**config.mk**
```make
export PLATFORM = sky130hd
export DESIGN_NAME = cv32e40p_ex_handshake_ctrl
export DESIGN_NICKNAME = d
export VERILOG_FILES = /design/src/rtl/cv32e40p_ex_handshake_ctrl.sv
export SDC_FILE = /design/constraint.sdc
export NUM_CORES = 1
export LEC_CHECK = 0
export BUFFER_PORTS_ARGS = -buffer_cell sky130_fd_sc_hd__buf_2
export CAP_MARGIN = 20
export CORE_ASPECT_RATIO = 1.1
export CORE_MARGIN = 3
export CORE_UTILIZATION = 53
export CTS_CLUSTER_DIAMETER = 40
export CTS_CLUSTER_SIZE = 40
export DETAILED_ROUTE_END_ITERATION = 10
export HOLD_SLACK_MARGIN = 0.03
export PLACE_DENSITY = 0.86
export SYNTH_ARGS = -nofsm -noshare
export SYNTH_HDL_FRONTEND = slang
export SYNTH_SLANG_ARGS = --single-unit
```
**constraint.sdc**
```tcl
create_clock -name clk -period 3.5 [get_ports clk]
set_input_delay 0.875 -clock clk [delete_from_list [all_inputs] [get_ports clk]]
set_output_delay 0.875 -clock clk [all_outputs]
set_load 0.02 [all_outputs]
```
**src/rtl/cv32e40p_ex_handshake_ctrl.sv**
```systemverilog
// -----------------------------------------------------------------------------
// cv32e40p_ex_handshake_ctrl
//
// EX-side responder of the ID/EX pipeline handshake. It looks at the EX-stage
// enables latched by ID/EX and at the ready signals of the functional units
// and decides when EX retires the current instruction (ex_valid_o) and when
// it can take the next one (ex_ready_o).
//
// Fault handling: when a fault is flagged on a completed result, ID/EX is
// held and the instruction is replayed through a one-cycle REPLAY state, up
// to MAX_RETRY times per instruction. One more fault after that, or a unit
// that stays not-ready for 2**TIMEOUT_W-1 consecutive cycles, drops the
// block into a sticky FATAL state that only rst_n clears.
//
// Handshake semantics: an instruction is present in EX while any enable is
// high. It retires in the cycle ex_valid_o is high; ex_ready_o high means ID
// may advance into EX at the next clock edge. With an instruction present,
// ex_valid_o and ex_ready_o are high together; with no instruction present
// in EXEC, ex_ready_o is high and ex_valid_o low.
//
// Ports
//   clk, rst_n                clock, asynchronous active-low reset
//   alu/mult/apu_en_ex_i,
//   data_req_ex_i             which units the EX instruction uses
//   alu/mult/apu_ready_i,
//   lsu_ready_ex_i            per-unit done
//   wb_ready_i                write-back can take the result
//   lsu_misaligned_i          LSU access needs a second transfer
//   ft_error_i                fault on the current EX result
//   ex_ready_o, ex_valid_o    handshake towards ID (combinational)
//   data_misaligned_o         registered; second misaligned access request
//   replay_o                  registered; one-cycle re-execute strobe
//   fault_uncorrectable_o     registered; sticky fatal flag
//   replay_count_o            saturating count of replays since reset
//   dbg_state, dbg_retry_cnt,
//   dbg_wd_cnt                internal state for observation
// -----------------------------------------------------------------------------
module cv32e40p_ex_handshake_ctrl #(
    parameter int MAX_RETRY = 2,
    parameter int TIMEOUT_W = 8,
    localparam int RW = $clog2(MAX_RETRY + 2)
) (
    input  logic                 clk,
    input  logic                 rst_n,
    input  logic                 alu_en_ex_i,
    input  logic                 mult_en_ex_i,
    input  logic                 apu_en_ex_i,
    input  logic                 data_req_ex_i,
    input  logic                 alu_ready_i,
    input  logic                 mult_ready_i,
    input  logic                 apu_ready_i,
    input  logic                 lsu_ready_ex_i,
    input  logic                 wb_ready_i,
    input  logic                 lsu_misaligned_i,
    input  logic                 ft_error_i,
    output logic                 ex_ready_o,
    output logic                 ex_valid_o,
    output logic                 data_misaligned_o,
    output logic                 replay_o,
    output logic                 fault_uncorrectable_o,
    output logic [15:0]          replay_count_o,
    output logic [1:0]           dbg_state,
    output logic [RW-1:0]        dbg_retry_cnt,
    output logic [TIMEOUT_W-1:0] dbg_wd_cnt
);

    localparam logic [1:0] EXEC   = 2'd0;
    localparam logic [1:0] MISAL  = 2'd1;
    localparam logic [1:0] REPLAY = 2'd2;
    localparam logic [1:0] FATAL  = 2'd3;

    localparam logic [RW-1:0]        RETRY_LIMIT = RW'(MAX_RETRY);
    // Value one below the trip point: the stall cycle that sees this count
    // pushes the counter to all-ones and moves to FATAL on the same edge.
    localparam logic [TIMEOUT_W-1:0] WD_LAST     = TIMEOUT_W'((1 << TIMEOUT_W) - 2);

    logic [1:0]           state, state_nxt;
    logic [RW-1:0]        retry_cnt, retry_nxt;
    logic [TIMEOUT_W-1:0] wd_cnt, wd_nxt;
    logic                 ret_misal, ret_misal_nxt;
    logic [15:0]          replay_cnt_nxt;

    logic inst, unit_rdy, done, stall, fault_chk, active;

    always_comb begin
        inst     = alu_en_ex_i | mult_en_ex_i | apu_en_ex_i | data_req_ex_i;
        unit_rdy = (!alu_en_ex_i   | alu_ready_i)  &
                   (!mult_en_ex_i  | mult_ready_i) &
                   (!apu_en_ex_i   | apu_ready_i)  &
                   (!data_req_ex_i | lsu_ready_ex_i);
        done     = inst & unit_rdy & wb_ready_i;
        // Only genuine unit stalls feed the watchdog; back-pressure from WB does not.
        stall    = inst & !unit_rdy;

        ex_ready_o     = 1'b0;
        ex_valid_o     = 1'b0;
        fault_chk      = 1'b0;
        active         = 1'b0;
        state_nxt      = state;
        retry_nxt      = retry_cnt;
        wd_nxt         = wd_cnt;
        ret_misal_nxt  = ret_misal;
        replay_cnt_nxt = replay_count_o;

        case (state)
            EXEC: begin
                active     = 1'b1;
                ex_ready_o = !inst | (done & !ft_error_i & !lsu_misaligned_i);
                ex_valid_o = inst & ex_ready_o;
                fault_chk  = done & ft_error_i;
                if (done && !ft_error_i && lsu_misaligned_i) begin
                    state_nxt = MISAL;
                end
            end
            MISAL: begin
                active     = 1'b1;
                ex_ready_o = lsu_ready_ex_i & wb_ready_i & !ft_error_i;
                ex_valid_o = ex_ready_o;
                fault_chk  = lsu_ready_ex_i & wb_ready_i & ft_error_i;
                if (ex_valid_o) begin
                    state_nxt = EXEC;
                end
            end
            REPLAY: begin
                state_nxt = ret_misal ? MISAL : EXEC;
            end
            default: begin
                state_nxt = FATAL;
            end
        endcase

        if (active) begin
            if (ex_valid_o) begin
                retry_nxt = '0;
            end
            wd_nxt = stall ? wd_cnt + TIMEOUT_W'(1) : '0;
            // Fault wins over the misaligned second access in the same cycle.
            if (fault_chk) begin
                if (retry_cnt < RETRY_LIMIT) begin
                    state_nxt     = REPLAY;
                    retry_nxt     = retry_cnt + RW'(1);
                    ret_misal_nxt = (state == MISAL);
                    if (replay_count_o != 16'hFFFF) begin
                        replay_cnt_nxt = replay_count_o + 16'd1;
                    end
                end else begin
                    state_nxt = FATAL;
                end
            end else if (stall && wd_cnt == WD_LAST) begin
                state_nxt = FATAL;
            end
        end
    end

    always_ff @(posedge clk or negedge rst_n) begin
        if (!rst_n) begin
            state                 <= EXEC;
            retry_cnt             <= '0;
            wd_cnt                <= '0;
            ret_misal             <= 1'b0;
            replay_count_o        <= '0;
            data_misaligned_o     <= 1'b0;
            replay_o              <= 1'b0;
            fault_uncorrectable_o <= 1'b0;
        end else begin
            state                 <= state_nxt;
            retry_cnt             <= retry_nxt;
            wd_cnt                <= wd_nxt;
            ret_misal             <= ret_misal_nxt;
            replay_count_o        <= replay_cnt_nxt;
            // Registered outputs are decoded from the next state so they line up
            // with the state they describe.
            data_misaligned_o     <= (state_nxt == MISAL);
            replay_o              <= (state_nxt == REPLAY);
            fault_uncorrectable_o <= (state_nxt == FATAL);
        end
    end

    assign dbg_state     = state;
    assign dbg_retry_cnt = retry_cnt;
    assign dbg_wd_cnt    = wd_cnt;

endmodule

```
==> impl_metrics.csv <==
group,metric,value,unit
run_status,status,"complete, no violations",
worst_setup_path,critPathArrivalTime,2100,ps
synthesis,yosysUniqueCellTypes,40,
drt,wl_per_cell,14.4,µm
timing,final.setup.worst_slack,526,ps
drt,dr.pass1.iters,4,
hold_path,min_from,"replay_count_o[10]",
worst_setup_path,critPathLaunchType,"primary input",
drt,via_count,1537,
timing,tightest_slew,678,ps
timing,fin_tns_setup,0,ps
timing,period_share,85.0,%
timing,finalHoldViolCount,0,
timing,grt_setup_unrepaired,"no",
synthesis,ys_seq_elements,32,
global_routing,globalRouteOverflowTotal,0,
cells_and_area,antennaDiodeCount,0,
cells_and_area,nets,244,
clocking,root_buffer,"clkbuf_4",
synthesis,synthFlopType,"dfrtp_1",
clocking,ctsHoldBuffers,0,
global_routing,grt_pass1_vias,1430,
timing,period_needed,2970,ps
global_routing,grt_max_degree,33,
worst_setup_path,required,2620,ps
clocking,clockBufferDepth,2,
floorplan,start_util,57.4,%
floorplan,die_x,61.7,µm
clocking,cts_tree,"built",
drt,viasPerCell,5.91,
drt,drc,0,
worst_setup_path,crit_fanout,3,
worst_setup_path,r2r_start,"dbg_state[1]",
global_routing,grt_first_pass_wirelength,6310,µm
power,p_sw_share,45.1,%
global_routing,grtUsageTotal,20.2,%
clocking,cts_resized,0,
timing,fmax,0.336,GHz
clocking,cts_max_level,2,
placed_design,dp_slack,530,ps
cells_and_area,fillers,278,
timing,slew_headroom,54.8,%
timing,slew_viol_final,0,
flow_run,cap_violations,0,
drt,first_iter_violations,82,
placed_design,place_congestion,0.814,
cells_and_area,drive_gt1_share,31.4,%
clocking,clock_latency,330,ps
power,cellPowerDensity,614,nW/µm²
global_routing,antenna_found_initial,0,
drt,detail-route-antenna-nets,0,
clocking,postCtsSetupRepairBufs,0,
synthesis,async_flop_share,100,%
clocking,clkTransAtPathRegs,90,ps
power,clkPwrFrac,13.9,%
timing,skew,6.35,ps
drt,wl,3740,µm
worst_setup_path,crit_type,"in2out",
synthesis,syn_nets,196,
floorplan,dieArea,4150,µm²
worst_setup_path,reg2reg_depth,6,
clocking,numCtsBuffers,5,
placed_design,place.detailed.hpwl,2710,µm
hold_path,min_path_type,"reg2reg",
hold_path,holdPathStages,1,
synthesis,seq_area_frac_synth,44.2,%
synthesis,syn_inst,180,
worst_setup_path,critPathLaunch,"mult_en_ex_i",
synthesis,synthesis.area,1810,µm²
power,ir_worst_vdd,406,µV
power,power.leakage,1.02,nW
clocking,cts_sinks,32,
floorplan,ios,46,
worst_setup_path,end_kind,"output pin",
power,p_sw,0.582,mW
synthesis,synth_edf_count,0,
floorplan,die_h,67.3,µm
timing,setup-violations-final,0,
floorplan,row_count,21,
synthesis,avgSynthCellArea,10.1,µm²
power,pwr-share-comb,38.6,%
floorplan,core_area,3150,µm²
power,pwr-share-seq,47.6,%
cells_and_area,areaGrowthSynthToFinish,16.0,%
synthesis,synth_warnings,0,
placed_design,io_buffer_count,45,
power,cell_internal_pwr,0.707,mW
through the flow:
step | util (%) | power (mW) | cells | hold WS [ps] | cell area (µm²)
after CTS | 66.6 | 1.30 | 260 | 497 | 2100
after global placement | 65.4 | 1.10 | 255 | 472 | 2060
after global routing | 66.6 | 1.39 | 260 | 520 | 2100
after detailed placement | 65.4 | 1.12 | 255 | 481 | 2060
after floorplan | - | 0.945 | 180 | 458 | 1810
final | 66.6 | 1.29 | 260 | 495 | 2100
state kept, by name, summed over array words and instances (netlist names):
signal                 count
replay_count_o            16
dbg_wd_cnt                 8
dbg_retry_cnt              2
dbg_state                  2
data_misaligned_o          1
fault_uncorrectable_o      1
replay_o                   1
ret_misal                  1
synthesized netlist by cell type, types with 2 or more instances:
master     n  area [µm²]
nor2b_1    7        43.8
dfrtp_1   32         801
nand2_1   13        48.8
inv_1      5        18.8
mux2_1     4        45.0
o21ai_0    7        35.0
a21o_1     2        15.0
xor2_1    15         131
nor4_2    10         125
nor2_1     9        33.8
and4_1     3        26.3
clkbuf_1   3        11.3
and2_1     2        12.5
a21oi_1    6        30.0
nand4_1    6        37.5
and3_1     3        18.8
nand3_1   15        75.1
o31ai_1    2        15.0
buf_2      3        15.0
ha_1       3        37.5
nor3_1    10        50.1
a31oi_1    2        12.5
path summary, 6_finish.rpt:
| check | to | slack [ps] |
|---|---|---|
| hold / removal | replay_count_o[10] | 490 |
| setup / recovery | ex_valid_o | 530 |
| min in group asynchronous | replay_count_o[0] | 580 |
| max in group asynchronous | fault_uncorrectable_o | 2490 |
| setup reg to reg | replay_count_o[3] | 1330 |
| hold reg to reg | replay_count_o[10] | 490 |
critical path, cell delays in order:
cell     delay [ps]
buf_2           120
nor4_1          450
nor3_1          130
a31oi_1         310
inv_1            60
buf_2           160
cell usage in the layout, fill, tap and decap left out, types with 2 or more instances in the layout:
| cell type | n |
|---|---|
| a21o_1 | 2 |
| a21oi_1 | 6 |
| a31oi_1 | 2 |
| and2_1 | 2 |
| and3_1 | 3 |
| and4_1 | 3 |
| buf_2 | 45 |
| buf_4 | 3 |
| clkbuf_4 | 5 |
| dfrtp_1 | 32 |
| ha_1 | 3 |
| inv_1 | 5 |
| mux2_1 | 4 |
| nand2_1 | 13 |
| nand3_1 | 15 |
| nand4_1 | 6 |
| nor2_1 | 9 |
| nor2b_1 | 7 |
| nor3_1 | 10 |
| nor4_2 | 10 |
| o21ai_0 | 7 |
| o31ai_1 | 2 |
| xor2_1 | 15 |
final cells by class:
type / instances / area (µm²) / share of cell area, %
multi-input cells: 135 / 950 / 45.2
flip-flops and latches: 32 / 801 / 38.1
repair buffers: 48 / 248 / 11.8
well taps: 34 / 42.5 / 2.03
clock buffers: 5 / 37.5 / 1.79
inverters: 6 / 22.5 / 1.07
power groups by stage:
stage          clock network [mW]  registers, mW  logic (mW)
2_1_floorplan                   0          0.680       0.266
3_3_place_gp                    0          0.615       0.486
3_5_place_dp                    0          0.619       0.500
4_1_cts                     0.183          0.613       0.503
5_1_grt                     0.198          0.643       0.552
6_report                    0.179          0.613       0.497
kinds of logic (layout without fill, tap and decap cells):
logic type / Yosys count / after routing / share of synthesized area, %
buffers and inverters: 13 / 59 / 3.32
xor gates and xnor gates: 16 / 16 / 7.74
AOI/OAI and AO/OA: 24 / 24 / 9.40
DFF: 32 / 32 / 44.2
muxes: 4 / 4 / 2.49
adders and majority gates: 3 / 3 / 2.07
and+or+nand+nor: 88 / 88 / 30.8
layer usage:
metal  track usage, %  wire (µm)
met5                0          0
met4             7.69         53
met3             7.65        244
met2             31.5       1830
met1             25.2       1610
(Power assumes the default switching activity.)
